--- config.mk ---
export PLATFORM = sky130hd
export DESIGN_NAME = load_store_unit
export DESIGN_NICKNAME = d
export VERILOG_FILES = /design/src/rtl/load_store_unit.sv
export SDC_FILE = /design/constraint.sdc
export NUM_CORES = 1
export LEC_CHECK = 0
export ABC_AREA = 1
export CAP_MARGIN = 0
export CORE_UTILIZATION = 42
export DETAILED_ROUTE_END_ITERATION = 8
export PLACE_DENSITY = 0.77
export SYNTH_ARGS = -nofsm -noshare
export SYNTH_HDL_FRONTEND = slang
export SYNTH_SLANG_ARGS = --single-unit
--- constraint.sdc ---
create_clock -name clk -period 1.75 [get_ports clk]
set_clock_uncertainty 0.05 [all_clocks]
set_input_delay 0.175 -clock clk [delete_from_list [all_inputs] [get_ports clk]]
set_output_delay 0.175 -clock clk [all_outputs]
set_load 0.02 [all_outputs]
--- src/rtl/load_store_unit.sv ---
// Load/store unit: accepts one decoded memory op, runs a single bus transaction
// with lane steering, byte-enable generation, load extension and a bus timeout.
module load_store_unit #(
    parameter int unsigned TIMEOUT = 255
) (
    input  logic        clk,
    input  logic        rst_n,
    input  logic        req_valid,
    output logic        req_ready,
    input  logic        mem_read,
    input  logic        mem_write,
    input  logic [1:0]  access_sz,
    input  logic        s_us,
    input  logic [31:0] addr,
    input  logic [31:0] wdata,
    input  logic [4:0]  rd_in,
    output logic        bus_req,
    output logic        bus_we,
    output logic [31:0] bus_addr,
    output logic [3:0]  bus_be,
    output logic [31:0] bus_wdata,
    input  logic        bus_ack,
    input  logic [31:0] bus_rdata,
    output logic        resp_valid,
    output logic [31:0] resp_rdata,
    output logic [4:0]  resp_rd,
    output logic        resp_we,
    output logic [1:0]  resp_err
);
    typedef enum logic [1:0] {IDLE, BUS, RESP} state_t;

    state_t      state, state_nx;
    logic [29:0] addr_q;
    logic [1:0]  lane_q, sz_q, err_q;
    logic        sus_q, load_q;
    logic [4:0]  rd_q;
    logic [3:0]  be_q, be_new;
    logic [31:0] wdata_q, wdata_new, rdata_q, shifted, load_ext;
    logic [15:0] cnt;
    logic        accept, misaligned, timeout;

    always_comb begin
        be_new     = '0;
        wdata_new  = '0;
        misaligned = 1'b0;
        case (access_sz)
            2'b00: begin
                be_new    = 4'b0001 << addr[1:0];
                wdata_new = {4{wdata[7:0]}};
            end
            2'b01: begin
                be_new     = 4'b0011 << addr[1:0];
                wdata_new  = {2{wdata[15:0]}};
                misaligned = addr[0];
            end
            2'b10: begin
                be_new     = 4'b1111;
                wdata_new  = wdata;
                misaligned = |addr[1:0];
            end
            default: misaligned = 1'b1;
        endcase
    end

    // Timeout fires on the BUS cycle whose missing ack would bring the count to TIMEOUT
    always_comb begin
        accept   = req_valid && (state == IDLE) && (mem_read ^ mem_write);
        timeout  = ({1'b0, cnt} + 17'd1) == 17'(TIMEOUT);
        shifted  = bus_rdata >> {lane_q, 3'b000};
        load_ext = '0;
        case (sz_q)
            2'b00:   load_ext = sus_q ? {24'b0, shifted[7:0]}  : {{24{shifted[7]}}, shifted[7:0]};
            2'b01:   load_ext = sus_q ? {16'b0, shifted[15:0]} : {{16{shifted[15]}}, shifted[15:0]};
            default: load_ext = bus_rdata;
        endcase
    end

    always_comb begin
        state_nx = state;
        case (state)
            IDLE:    if (accept) state_nx = misaligned ? RESP : BUS;
            BUS:     if (bus_ack || timeout) state_nx = RESP;
            RESP:    state_nx = IDLE;
            default: state_nx = IDLE;
        endcase
    end

    always_ff @(posedge clk or negedge rst_n) begin
        if (!rst_n) state <= IDLE;
        else        state <= state_nx;
    end

    always_ff @(posedge clk or negedge rst_n) begin
        if (!rst_n) begin
            addr_q  <= '0;
            lane_q  <= '0;
            sz_q    <= '0;
            sus_q   <= 1'b0;
            load_q  <= 1'b0;
            rd_q    <= '0;
            be_q    <= '0;
            wdata_q <= '0;
            rdata_q <= '0;
            err_q   <= '0;
            cnt     <= '0;
        end else if (accept) begin
            addr_q  <= addr[31:2];
            lane_q  <= addr[1:0];
            sz_q    <= access_sz;
            sus_q   <= s_us;
            load_q  <= mem_read;
            rd_q    <= rd_in;
            be_q    <= be_new;
            wdata_q <= wdata_new;
            rdata_q <= '0;
            err_q   <= misaligned ? 2'b01 : 2'b00;
            cnt     <= '0;
        end else if (state == BUS) begin
            if (bus_ack) begin
                if (load_q) rdata_q <= load_ext;
            end else begin
                cnt <= cnt + 16'd1;
                if (timeout) err_q <= 2'b10;
            end
        end
    end

    always_comb begin
        req_ready  = (state == IDLE);
        bus_req    = (state == BUS);
        bus_we     = bus_req && !load_q;
        bus_addr   = bus_req ? {addr_q, 2'b00} : '0;
        bus_be     = bus_req ? be_q : '0;
        bus_wdata  = bus_req ? wdata_q : '0;
        resp_valid = (state == RESP);
        resp_rdata = resp_valid ? rdata_q : '0;
        resp_rd    = resp_valid ? rd_q : '0;
        resp_err   = resp_valid ? err_q : '0;
        resp_we    = resp_valid && load_q && (err_q == 2'b00);
    end
endmodule

==> results.ini, run 1 <==
[cells_and_area]
layout-drive-gt1-share=0.302
mostFrequentLayoutCell=sky130_fd_sc_hd__inv_1
most-common-layout-cells=sky130_fd_sc_hd__inv_1, sky130_fd_sc_hd__buf_4, sky130_fd_sc_hd__nand2_1
area.growth.synth_to_final_pct=65.6
antenna_cells=0
finalNetCount=1337
fin_util=0.714

[power_and_ir_drop]
p_seq_frac=0.337
clockPowerShare=0.295
post-layout-total-power_uw=11900
p_leak_uw=0.00522
power.internal_uw=7570
share_comb_of_total_power=0.368
p_sw_frac=0.361
ir_drop_mv=0.934
p_per_area_nw_per_um2=1040
switching_power_uw=4280

[global_routing]
initial_antenna_violation_count=0
gr-total-overflow=0
grt_use_total=0.256
grt_pass1_wl_mm=33.3
grt_max_degree=79
number_of_global_route_vias_before_repair=6749

[floorplanning]
std_cell_core_area_um2=15900
die_h_um=130
floorplan.io_pins=222
chipWidth_um=130
number_of_rows_in_the_core_area=46
initial_utilization=0.431
dieArea_um2=16900

[logic_synthesis]
ys_seq_elements=129
synthArstFlopShare=1.00
synth_warnings=0
ys_dominant_reg_cell=sky130_fd_sc_hd__dfrtp_1
synthesis.area_um2=6880
synthDistinctLibCells=36
synth_cells=928
postSynthAreaPerCell_um2=7.41
number_of_enable_flip_flop_cells_after_synthesis=0
share_of_the_yosys_chip_area_belonging_to_registers=0.470

[setup_path]
cells_along_the_critical_path=nand2_1 -> nor2_1 -> buf_4 -> nand3_2 -> nand2_2 -> nand2_1 -> nor2_2 -> nand2_1 -> nor2_1 -> nand3_1 -> nand2_1 -> nand2_1
worst_ep_required_time_ns=2.02
worstSetupEndpointType=flop
critical-path-top-cell-by-count=sky130_fd_sc_hd__nand2_1
delay_of_the_slowest_cell_on_the_worst_path_ns=0.41
crit_path_start_kind=flop
cp.arrival_ns=2.30
reg2reg_from=cnt[5]$_DFFE_PN0P_
crit_path_start=cnt[5]$_DFFE_PN0P_
timing_worst_setup_path_type=reg2reg
slowest_stage=sky130_fd_sc_hd__dfrtp_1
path_max_fanout=4

[hold_path]
worstHoldPathType=in2async

[clock_network]
clkSlewWorstSetupHoldPaths_ns=0.07
cts_num_sinks=129
cts.root.buffer_cell=sky130_fd_sc_hd__clkbuf_16
ctsHtreeMaxLevel=4
clock_insertion_delay_at_the_later_pin_of_the_skew_report_ns=0.43
tritoncts=yes
cts-buffers-inserted=17
max-clock-path-buffers=2

[outcome]
outcome=finished, violations left
failing_checks=negative setup slack

[timing]
achievable-frequency_mhz=494
hold_viol_final=0
post_route_clock_period_utilization=1.16
fin_crit_ns=2.02
setup-violations-final=146
rsz0062_at_grt=true
fin_ws_ns=-0.275
report.final.slew_viol_count=0

[routing]
routed_wire_length_per_instance_um=17.2
dr.first_iter.drc_count=793
drcViolationCount=0
firstDrtPassIters=5
via_per_inst=5.23
postRouteWirelength_mm=25.0
vias=7598
final_antenna_net_count=0

[placement]
io_buffers=219
gp_congestion=0.912
hpwl_mm=15.0

[run]
max_cap_viol_count=0

[cells by family (layout without fill, tap and decap cells)]
| logic type | Yosys count | after routing | share of synthesized area |
|---|---|---|---|
| AO/OA/AOI/OAI | 213 | 213 | 0.177 |
| flip-flops | 129 | 129 | 0.470 |
| AND/OR/NAND/NOR | 375 | 376 | 0.224 |
| other | 1 | 2 | 0.000545 |
| buffers and inverters | 201 | 509 | 0.116 |
| adder cells (fa/ha/maj) | 2 | 2 | 0.00364 |
| XOR/XNOR | 7 | 7 | 0.00892 |
[cell type report]
type,instances,area [um2]
Clock buffer,17,425
Tap cell,216,270
Inverter,153,592
Sequential cell,129,3230
Multi-Input combinational cell,600,3430
Fill cell,1161,4560
Timing Repair Buffer,324,3280
Clock inverter,15,151
[per-stage QoR]
stage	setup WS, ns	std cells	cell area, um2	TNS [ns]	hold WS [ns]
after floorplan	0.00724	929	6880	0	-0.171
after global placement	-0.0925	1381	9710	-3.42	0.0370
after detailed placement	-0.119	1381	9710	-4.52	0.0412
after CTS	-0.110	1423	10100	-3.06	0.170
after global routing	-0.332	1454	11400	-20.87	0.189
final	-0.275	1454	11400	-12.72	0.158
[sequential cells by signal, summed over array words and instances, names as in the netlist]
name     flops
addr_q      30
be_q         4
cnt         16
err_q        2
lane_q       2
load_q       1
rd_q         5
rdata_q     32
state        2
sus_q        1
sz_q         2
wdata_q     32
[power by group through the flow]
stage | combinational [uW] | sequential [uW] | clock, uW
3_5_place_dp | 3370 | 4020 | 0
6_report | 4360 | 4000 | 3500
3_3_place_gp | 3310 | 3990 | 0
4_1_cts | 3450 | 3980 | 3490
5_1_grt | 4690 | 4070 | 3660
2_1_floorplan | 2010 | 3940 | 0
[synthesized netlist by cell type (4+ instances only)]
master,count,area share
sky130_fd_sc_hd__o21ai_1,13,0.0095
sky130_fd_sc_hd__nor2_2,4,0.0036
sky130_fd_sc_hd__a21oi_1,23,0.017
sky130_fd_sc_hd__dfrtp_1,129,0.47
sky130_fd_sc_hd__nor3_1,8,0.0058
sky130_fd_sc_hd__inv_1,148,0.081
sky130_fd_sc_hd__nand3_1,16,0.012
sky130_fd_sc_hd__nand4_1,6,0.0055
sky130_fd_sc_hd__a22o_1,6,0.0076
sky130_fd_sc_hd__nor3b_1,8,0.0087
sky130_fd_sc_hd__xor2_1,7,0.0089
sky130_fd_sc_hd__buf_2,11,0.0080
sky130_fd_sc_hd__o22ai_1,34,0.031
sky130_fd_sc_hd__a22oi_1,4,0.0044
sky130_fd_sc_hd__nor2_1,177,0.097
sky130_fd_sc_hd__inv_2,5,0.0027
sky130_fd_sc_hd__clkbuf_1,29,0.016
sky130_fd_sc_hd__o21ai_2,12,0.015
sky130_fd_sc_hd__nand2_1,149,0.081
sky130_fd_sc_hd__o21ai_0,110,0.080
sky130_fd_sc_hd__o41ai_1,5,0.0064
[path summary, 6_finish.rpt]
check                                          end  slack (ns)  depth (start not counted)
setup / recovery              err_q[0]$_DFFE_PN0P_       -0.27                         12
hold / removal              rdata_q[3]$_DFFE_PN0P_        0.16                          2
setup reg to reg              err_q[0]$_DFFE_PN0P_       -0.27                         12
hold reg to reg            wdata_q[30]$_DFFE_PN0P_        0.45                          2
max in group asynchronous   addr_q[18]$_DFFE_PN0P_        0.87                          3
min in group clk                 sus_q$_DFFE_PN0P_        0.26                          3
[layer usage]
metal | wire length, um | GRT usage
met3 | 1870 | 0.0623
met2 | 12400 | 0.430
met4 | 831 | 0.0903
met1 | 9990 | 0.322
met5 | 0 | 0
[critical path, delay by kind of cell, from the launching register on]
family        cells  cell delay (ns)
buf+inv           1             0.17
flops             1             0.41
simple gates     11             1.29
[what timing repair did]
item	4_1_cts	5_1_grt
setup buffers	7	18
resized for setup	509	245
setup endpoints to repair	126	181
pin swaps	19	31
gates cloned	2	14
endpoints found under the hold margin	129	0
hold buffers	1	0
Note: power is estimated with default switching activity, not from simulation.
==> inputs of run 2 (changes only) <==
GPL_TIMING_DRIVEN = 0   (was not set)
==> results.ini, run 2 (same netlist as run 1, synthesis figures left out) <==
[outcome]
outcome=finished, violations left  ; unchanged
failing_checks=negative setup slack  ; unchanged

[timing]
setup-tns-final_ns=-12.13  ; was -12.72 ns
report.final.slew_viol_count=0  ; unchanged
worst-slew-pin-transition_ns=0.721
hold_viol_final=0  ; unchanged
fin_crit_ns=1.97  ; was 2.02 ns
achievable-frequency_mhz=507  ; was 494 MHz
post_route_clock_period_utilization=1.13  ; was 1.16
max-slew-margin-rel=0.518
rsz0062_at_grt=true  ; unchanged
setup-violations-final=108  ; was 146
fin_ws_ns=-0.224  ; was -0.275 ns

[floorplanning]
initial_utilization=0.431  ; unchanged
std_cell_core_area_um2=15900  ; unchanged
floorplan.io_pins=222  ; unchanged
chipWidth_um=130  ; unchanged
die_h_um=130  ; unchanged
number_of_rows_in_the_core_area=46  ; unchanged
dieArea_um2=16900  ; unchanged

[power_and_ir_drop]
p_leak_uw=0.00505  ; was 0.00522 uW
p_per_area_nw_per_um2=1060  ; was 1040 nW/um2
post-layout-total-power_uw=12000  ; was 11900 uW
ir_drop_mv=0.779  ; was 0.934 mV

[clock_network]
cts_num_sinks=129  ; unchanged
ctsHtreeMaxLevel=4  ; unchanged
cts.root.buffer_cell=sky130_fd_sc_hd__clkbuf_16  ; unchanged
max-clock-path-buffers=2  ; unchanged
clkSlewWorstSetupHoldPaths_ns=0.06  ; was 0.07 ns
cts-buffers-inserted=17  ; unchanged
tritoncts=yes  ; unchanged
clock_insertion_delay_at_the_later_pin_of_the_skew_report_ns=0.42  ; was 0.43 ns

[cells_and_area]
most-common-layout-cells=sky130_fd_sc_hd__inv_1, sky130_fd_sc_hd__nand2_1, sky130_fd_sc_hd__dfrtp_1  ; was sky130_fd_sc_hd__inv_1, sky130_fd_sc_hd__buf_4, sky130_fd_sc_hd__nand2_1
reg.largest.list=rdata_q x32, wdata_q x32, addr_q x30  ; unchanged
antenna_cells=0  ; unchanged
finalNetCount=1311  ; was 1337
layout-drive-gt1-share=0.297  ; was 0.302
mostFrequentLayoutCell=sky130_fd_sc_hd__inv_1  ; unchanged
area.growth.synth_to_final_pct=63.7  ; was 65.6%
n_fill_cell=1215  ; was 1161

[run]
max_cap_viol_count=0  ; unchanged

[setup_path]
crit_path_start_kind=flop  ; unchanged
path_max_fanout=10  ; was 4
worstSetupEndpointType=output pin  ; was flop
worst_ep_required_time_ns=1.52  ; was 2.02 ns
cp.arrival_ns=1.75  ; was 2.30 ns
cells_along_the_critical_path=nor2_4 -> clkinv_4 -> clkbuf_16 -> buf_12 -> nor2_1 -> buf_4  ; was nand2_1 -> nor2_1 -> buf_4 -> nand3_2 -> nand2_2 -> nand2_1 -> nor2_2 -> nand2_1 -> nor2_1 -> nand3_1 -> nand2_1 -> nand2_1
delay_of_the_slowest_cell_on_the_worst_path_ns=0.45  ; was 0.41 ns
category_of_cells_accounting_for_the_largest_share_of_critical_path_delay=buffers and inverters  ; was simple AND/OR/NAND/NOR gates
path_buf_inv=4  ; was 1
timing_worst_setup_path_type=reg2out  ; was reg2reg
slowest_stage=sky130_fd_sc_hd__dfrtp_2  ; was sky130_fd_sc_hd__dfrtp_1

[global_routing]
gr-total-overflow=0  ; unchanged
number_of_global_route_vias_before_repair=6838  ; was 6749
grt_max_degree=93  ; was 79
grt_pass1_wl_mm=34.8  ; was 33.3 mm
initial_antenna_violation_count=0  ; unchanged
grt_use_total=0.269  ; was 0.256

[placement]
place_ws_ns=-0.771  ; was -0.119 ns
io_buffers=219  ; unchanged
hpwl_mm=16.1  ; was 15.0 mm
gp_congestion=0.926  ; was 0.912

[routing]
routed_wire_length_per_instance_um=17.2  ; about the same
drcViolationCount=0  ; unchanged
postRouteWirelength_mm=24.5  ; was 25.0 mm
final_antenna_net_count=0  ; unchanged
vias=7478  ; was 7598
dr.first_iter.drc_count=510  ; was 793
firstDrtPassIters=5  ; unchanged
via_per_inst=5.24  ; was 5.23

[hold_path]
worstHoldPathType=in2async  ; unchanged

run 2: what timing repair did:
action                                 4_1_cts  5_1_grt
endpoints found under the hold margin       37        0
gates resized for setup                    605      315
pin swaps                                   13       14
setup endpoints to repair                  224      227
buffers inserted                             8       19
gates cloned                                 0        5
hold buffers                                 1        0
run 2: cell type report:
cell class,instances,area (um2),share of cell area
buffer,46,474,0.0421
clock buffer,19,443,0.0394
clock inverter,13,163,0.0145
inverter,153,592,0.0526
multi-input combinational,599,3610,0.321
sequential,129,3230,0.287
tap,216,270,0.0240
timing repair buffer,253,2470,0.219
run 2: through the flow:
step | util | hold slack, ns | area [um2] | std cells
after CTS | 0.628 | 0.188 | 10000 | 1406
after global placement | 0.586 | 0.418 | 9340 | 1364
after detailed placement | 0.588 | 0.0531 | 9370 | 1365
final | 0.706 | 0.182 | 11300 | 1428
after global routing | 0.706 | 0.215 | 11300 | 1428
after floorplan | - | -0.171 | 6880 | 929
run 2: power breakdown:
part           switching (uW)  internal (uW)
logic                    2660           1670
clock network            1370           2280
registers                 274           3710
run 2: final timing paths:
kind                                         start                 endpoint  slack, ns  depth (start not counted)
max                           state[1]$_DFFE_PN0P_            bus_wdata[23]      -0.22                          6
max in group asynchronous                    rst_n    lane_q[0]$_DFFE_PN0P_       0.69                          3
min reg2reg                rdata_q[25]$_DFFE_PN0P_  rdata_q[25]$_DFFE_PN0P_       0.47                          2
min in group clk                              s_us        sus_q$_DFFE_PN0P_       0.25                          3
min                                          rst_n      cnt[11]$_DFFE_PN0P_       0.18                          2
max reg2reg                   state[1]$_DFFE_PN0P_     err_q[0]$_DFFE_PN0P_      -0.13                          7
run 2: layer usage:
layer / GRT usage / part of all wire
met1: 0.356 / 0.41
met2: 0.428 / 0.49
met3: 0.0529 / 0.073
met4: 0.122 / 0.033
met5: 0 / 0
==> inputs of run 3 (changes only) <==
CELL_PAD_IN_SITES_DETAIL_PLACEMENT = 1   (was not set)
CELL_PAD_IN_SITES_GLOBAL_PLACEMENT = 2   (was not set)
CORE_UTILIZATION = 23   (was 42)
PLACE_DENSITY = not set   (was 0.77)
PLACE_DENSITY_LB_ADDON = 0.1   (was not set)
==> results.ini, run 3 (same netlist as run 1, synthesis figures left out) <==
[outcome]
outcome=finished, violations left  ; unchanged
failing_checks=negative setup slack  ; unchanged

[setup_path]
timing_worst_setup_path_type=reg2out  ; unchanged
cp.arrival_ns=1.69  ; was 1.75 ns
worstSetupEndpointType=output pin  ; unchanged
reg2reg_from=state[1]$_DFFE_PN0P_  ; unchanged
reg2reg_setup_slack_ns=-0.07  ; was -0.13 ns
crit_path_start=state[1]$_DFFE_PN0P_  ; unchanged
crit_path_start_kind=flop  ; unchanged
worst_ep_required_time_ns=1.52  ; about the same
path_max_fanout=7  ; was 10

[cells_and_area]
area.growth.synth_to_final_pct=81.4  ; was 63.7%
multi_input_comb_area_um2=3790  ; was 3610 um2
finish.instance_area_um2=12500  ; was 11300 um2
most-common-layout-cells=sky130_fd_sc_hd__inv_1, sky130_fd_sc_hd__nand2_1, sky130_fd_sc_hd__dfrtp_1  ; unchanged
n_fill_cell=3357  ; was 1215
mostFrequentLayoutCell=sky130_fd_sc_hd__inv_1  ; unchanged
layout-drive-gt1-share=0.359  ; was 0.297
antenna_cells=0  ; unchanged
finalNetCount=1353  ; was 1311
reg.largest.list=rdata_q x32, wdata_q x32, addr_q x30  ; unchanged
register_area_um2=3230  ; about the same

[power_and_ir_drop]
p_leak_uw=0.00547  ; was 0.00505 uW
ir_drop_mv=0.530  ; was 0.779 mV
p_per_area_nw_per_um2=1040  ; was 1060 nW/um2
post-layout-total-power_uw=12900  ; was 12000 uW

[timing]
fin_ws_ns=-0.168  ; was -0.224 ns
post_route_clock_period_utilization=1.10  ; was 1.13
max-slew-margin-rel=0.523  ; was 0.518
worst-slew-pin-transition_ns=0.715  ; was 0.721 ns
setup-violations-final=119  ; was 108
achievable-frequency_mhz=521  ; was 507 MHz
hold_viol_final=0  ; unchanged
fin_crit_ns=1.92  ; was 1.97 ns
report.final.slew_viol_count=0  ; unchanged
rsz0062_at_grt=true  ; unchanged

[hold_path]
worstHoldPathType=in2reg  ; was in2async
start_point_of_the_worst_hold_path=addr[20]

[run]
max_cap_viol_count=0  ; unchanged

[floorplanning]
initial_utilization=0.236  ; was 0.431
chipWidth_um=175  ; was 130 um
std_cell_core_area_um2=29100  ; was 15900 um2
floorplan.io_pins=222  ; unchanged
number_of_rows_in_the_core_area=62  ; was 46
die_h_um=175  ; was 130 um
dieArea_um2=30600  ; was 16900 um2

[global_routing]
grt_pass1_wl_mm=45.3  ; was 34.8 mm
grt_max_degree=68  ; was 93
initial_antenna_violation_count=0  ; unchanged
number_of_global_route_vias_before_repair=7606  ; was 6838
gr-total-overflow=0  ; unchanged
grt_use_total=0.195  ; was 0.269

[placement]
gp_congestion=0.765  ; was 0.926
io_buffers=219  ; unchanged
hpwl_mm=20.3  ; was 16.1 mm
placed_area_um2=9580  ; was 9370 um2
place_ws_ns=-0.962  ; was -0.771 ns

[clock_network]
max-clock-path-buffers=2  ; unchanged
clkSlewWorstSetupHoldPaths_ns=0.07  ; was 0.06 ns
ctsHtreeMaxLevel=4  ; unchanged
cts-buffers-inserted=17  ; unchanged
clock_insertion_delay_at_the_later_pin_of_the_skew_report_ns=0.43  ; was 0.42 ns
tritoncts=yes  ; unchanged
cts.root.buffer_cell=sky130_fd_sc_hd__clkbuf_16  ; unchanged
cts_num_sinks=129  ; unchanged

[routing]
routed_wire_length_per_instance_um=18.7  ; was 17.2 um
drcViolationCount=0  ; unchanged
via_per_inst=4.53  ; was 5.24
vias=7414  ; was 7478
dr.first_iter.drc_count=291  ; was 510
firstDrtPassIters=5  ; unchanged
postRouteWirelength_mm=30.7  ; was 24.5 mm
final_antenna_net_count=0  ; unchanged

[run 3: critical path, stage by stage, from the launching register on]
cell and delay (ns):
sky130_fd_sc_hd__dfrtp_2 0.43, sky130_fd_sc_hd__nor2_4 0.16, sky130_fd_sc_hd__inv_6 0.08, sky130_fd_sc_hd__clkbuf_16 0.18, sky130_fd_sc_hd__clkbuf_16 0.18, sky130_fd_sc_hd__nor2_4 0.10
sky130_fd_sc_hd__buf_6 0.12
[run 3: where the power goes]
part | total (uW) | internal [uW] | switching (uW)
sequential | 3960 | 3710 | 252
combinational | 5150 | 2240 | 2910
clock | 3820 | 2260 | 1550
total | 12900 | 8210 | 4720
[run 3: repair_timing]
action / CTS / global route
setup endpoints to repair: 227 / 236
hold endpoints to repair: 66 / 0
setup buffers: 25 / 22
gates cloned: 7 / 18
gates resized for setup: 788 / 277
hold buffers: 1 / 0
pin swaps: 21 / 29
[run 3: final timing paths]
kind	endpoint	cells after the start
min in group asynchronous	rdata_q[24]$_DFFE_PN0P_	2
worst min-delay path	addr_q[18]$_DFFE_PN0P_	3
worst max register to register	rdata_q[27]$_DFFE_PN0P_	10
worst max-delay path	bus_wdata[11]	6
max in group asynchronous	state[1]$_DFFE_PN0P_	3
worst min register to register	wdata_q[30]$_DFFE_PN0P_	2
[run 3: final cells by class]
class,instances,area share
Multi-Input combinational cell,599,0.304
Sequential cell,129,0.259
Timing Repair Buffer,293,0.247
Buffer,48,0.0538
Inverter,153,0.0487
Tap cell,384,0.0385
Clock buffer,18,0.0344
Clock inverter,14,0.0143
[run 3: per-stage QoR]
step                hold slack [ns]  std cells  utilization  setup TNS [ns]
detailed placement            0.193       1533        0.329         -116.61
CTS                           0.241       1598        0.384          -11.55
finish                        0.230       1638        0.429           -8.24
global route                  0.246       1638        0.429          -18.86
global placement              0.421       1532        0.328         -823.73
floorplan                    -0.171        929            -               0
[run 3: per-layer routing]
layer | part of all wire | GRT usage | up-vias
met5 | 0 | 0 | -
li1 | - | - | 3594
met4 | 0.0095 | 0.0475 | 0
met2 | 0.48 | 0.317 | 154
met3 | 0.036 | 0.0329 | 14
met1 | 0.47 | 0.269 | 3652
==> patch: new RTL, settings of run 3 <==
Re-encode `state_t` (3 states) as one-hot, 3 bits wide.
--- a/src/rtl/load_store_unit.sv
+++ b/src/rtl/load_store_unit.sv
@@ -27,7 +27,7 @@
     output logic        resp_we,
     output logic [1:0]  resp_err
 );
-    typedef enum logic [1:0] {IDLE, BUS, RESP} state_t;
+    typedef enum logic [2:0] {IDLE = 3'b001, BUS = 3'b010, RESP = 3'b100} state_t;
 
     state_t      state, state_nx;
     logic [29:0] addr_q;
Function: same outputs for any inputs over 4 cycles, from zero or initial values and one cycle with rst_n low; so few cycles prove little.
==> patch against run 3 <==
The flow still finishes with violations (setup timing). Hold slack got worse by 0.011 ns. Worst setup slack got worse by 0.086 ns. Power is 13% higher. Global-route usage decreased by 0.23 points. Routed wire length fell by 2.7%. Area after synthesis rose by 2.7%. Final area is 0.83% higher. Synthesized cell count rose by 6.3%. Critical endpoint is now bus_wdata[24]. Sequential cell count is 1 higher.
==> patch: results (changes against run 3) <==
* Sequential-to-total area share from yosys stat at 46.1% (-0.87 points)
* Largest net degree at the start of global routing at 83 (+22%)
* Failing checks: setup timing
* CTS max path bufs at 2 (unchanged)
* Synth cell count leaders: nand2_1 (203), inv_1 (172), nor2_1 (159)
* Hold WC Path Type: input port to async pin
* Post-detail-place hpwl at 20300 µm (about the same)
* WL/cell at 17.4 µm (-6.9%)
* 1st-iter DRT viols at 314 (+7.9%)
* Synth Area in Adders at 0.354% (-0.0096 points)
* Fin Hold WS at 0.220 ns (-0.0106 ns)
* Compound-cell area share of the yosys netlist at 17.8% (+0.063 points)
* Syn Std Cell Area at 7060 µm² (+2.7%)
* Critical-path cell with the highest stage delay: dfrtp_2
* CTS clk-pin slew, worst paths at 0.07 ns (about the same)
* Layout cells sized above 1 at 38.4% (+2.5 points)
* Final #Nets at 1420 (+5.0%)
* Reg2reg start: state[0]
* Gr usage total at 19.3% (-0.23 points)
* First-pass GRT wire length at 45900 µm (+1.3%)
* XOR/XNOR share of the synthesized area at 0.124% (-0.77 points)
* Vias at 7645 (+3.1%)
* Leak at 5.63 nW (+2.9%)
* R2R Path End: rdata_q[7]
* Peak supply drop at 580 µV (+9.5%)
* Placer Congestion at 0.787 (+3.0%)
* Final setup violating endpoints at 208 (+75%)
* Initial antenna violation count at 3 (+3)
* Top flop regs: rdata_q x32, wdata_q x32, addr_q x30
* Fillers at 3547 (+5.7%)
* Final Hold Fails at 0 (unchanged)
* Vias in the first global route at 8038 (+5.7%)
* Reg2reg setup slack at -0.16 ns (-0.09 ns)
* Status: finished with violations
* Setup WS post-layout at -0.254 ns (-0.0859 ns)
* Worst slew margin at 64.3% (+12 points)
* Top post-synthesis cells by area: dfrtp_1 (46%), nand2_1 (11%), o21ai_0 (9.8%)
* Synth warn at 0 (unchanged)
* Crit Path Max Fanout at 10 (+3)
* Drt first pass iters at 4 (-1)
* Total CTS buffers at 17 (unchanged)
patch: changes by cell type after synthesis, sizes merged, moves of 7 or more:
| cell | delta |
|---|---|
| clkbuf | -8 |
| inv | +26 |
| nand2 | +53 |
| nor2 | -19 |
| o211ai | +14 |
| o21ai | +14 |
| o22ai | -16 |
| xor2 | -7 |
patch: cells by family (layout without fill, tap and decap cells):
group                    Yosys count  in the layout
AND/OR/NAND/NOR                  403            403
buffers and inverters            225            559
AO/OA/AOI/OAI                    224            224
flip-flops                       130            130
adder cells (fa/ha/maj)            2              2
other                              1              2
XOR/XNOR                           1              1
patch: metrics by stage:
stage	worst slack (ns)	instances	power, mW	cell area (µm²)	setup TNS, ns
after floorplan	-0.0131	987	6.98	7220	-0.227
after global placement	-5.57	1596	8.54	9900	-819.10
after detailed placement	-0.943	1597	8.62	9930	-102.33
after CTS	-0.254	1690	14.3	11900	-26.90
after global routing	-0.318	1711	15.6	12600	-41.11
final	-0.254	1711	14.6	12600	-23.02
patch: final cells by class:
| cell class | instances | area, µm² | area share [%] |
|---|---|---|---|
| timing repair buffer | 305 | 3140 | 25.0 |
| sequential | 130 | 3260 | 25.9 |
| inverter | 180 | 703 | 5.59 |
| clock inverter | 14 | 176 | 1.40 |
| clock buffer | 18 | 439 | 3.49 |
| tap | 390 | 488 | 3.88 |
| buffer | 42 | 551 | 4.38 |
| multi-input combinational | 632 | 3820 | 30.4 |
patch: report_power, final:
| part | leakage [nW] | total, mW | internal, mW | switching, mW |
|---|---|---|---|---|
| registers | 1.69 | 4.40 | 3.97 | 0.434 |
| logic | 3.64 | 6.35 | 2.82 | 3.53 |
| clock network | 0.298 | 3.85 | 2.30 | 1.55 |
| total | 5.63 | 14.6 | 9.09 | 5.51 |
patch: timing repair:
action | CTS | global route
buffers inserted | 46 | 25
endpoints found under the setup margin | 240 | 237
cloned | 15 | 3
pin swaps | 13 | 35
hold buffers | 1 | 0
resized for setup | 866 | 186
endpoints found under the hold margin | 47 | 0
patch: layer usage:
layer,track usage [%],part of all wire [%],vias to the layer above
li1,-,-,3740
met1,24.7,45,3704
met2,32.3,48,172
met3,4.94,5.7,25
met4,4.35,1.2,4
met5,0,0.077,-
patch: worst max path at each step:
stage	start	end	slack (ns)	cells after the start
floorplan	state[0]	rdata_q[6]	-0.01	8
global placement	rst_n	addr_q[11]	-5.57	1
detailed placement	state[0]	bus_wdata[23]	-0.94	6
CTS	state[2]	bus_wdata[23]	-0.25	6
global route	state[2]	bus_wdata[24]	-0.32	6
finish	state[2]	bus_wdata[24]	-0.25	6
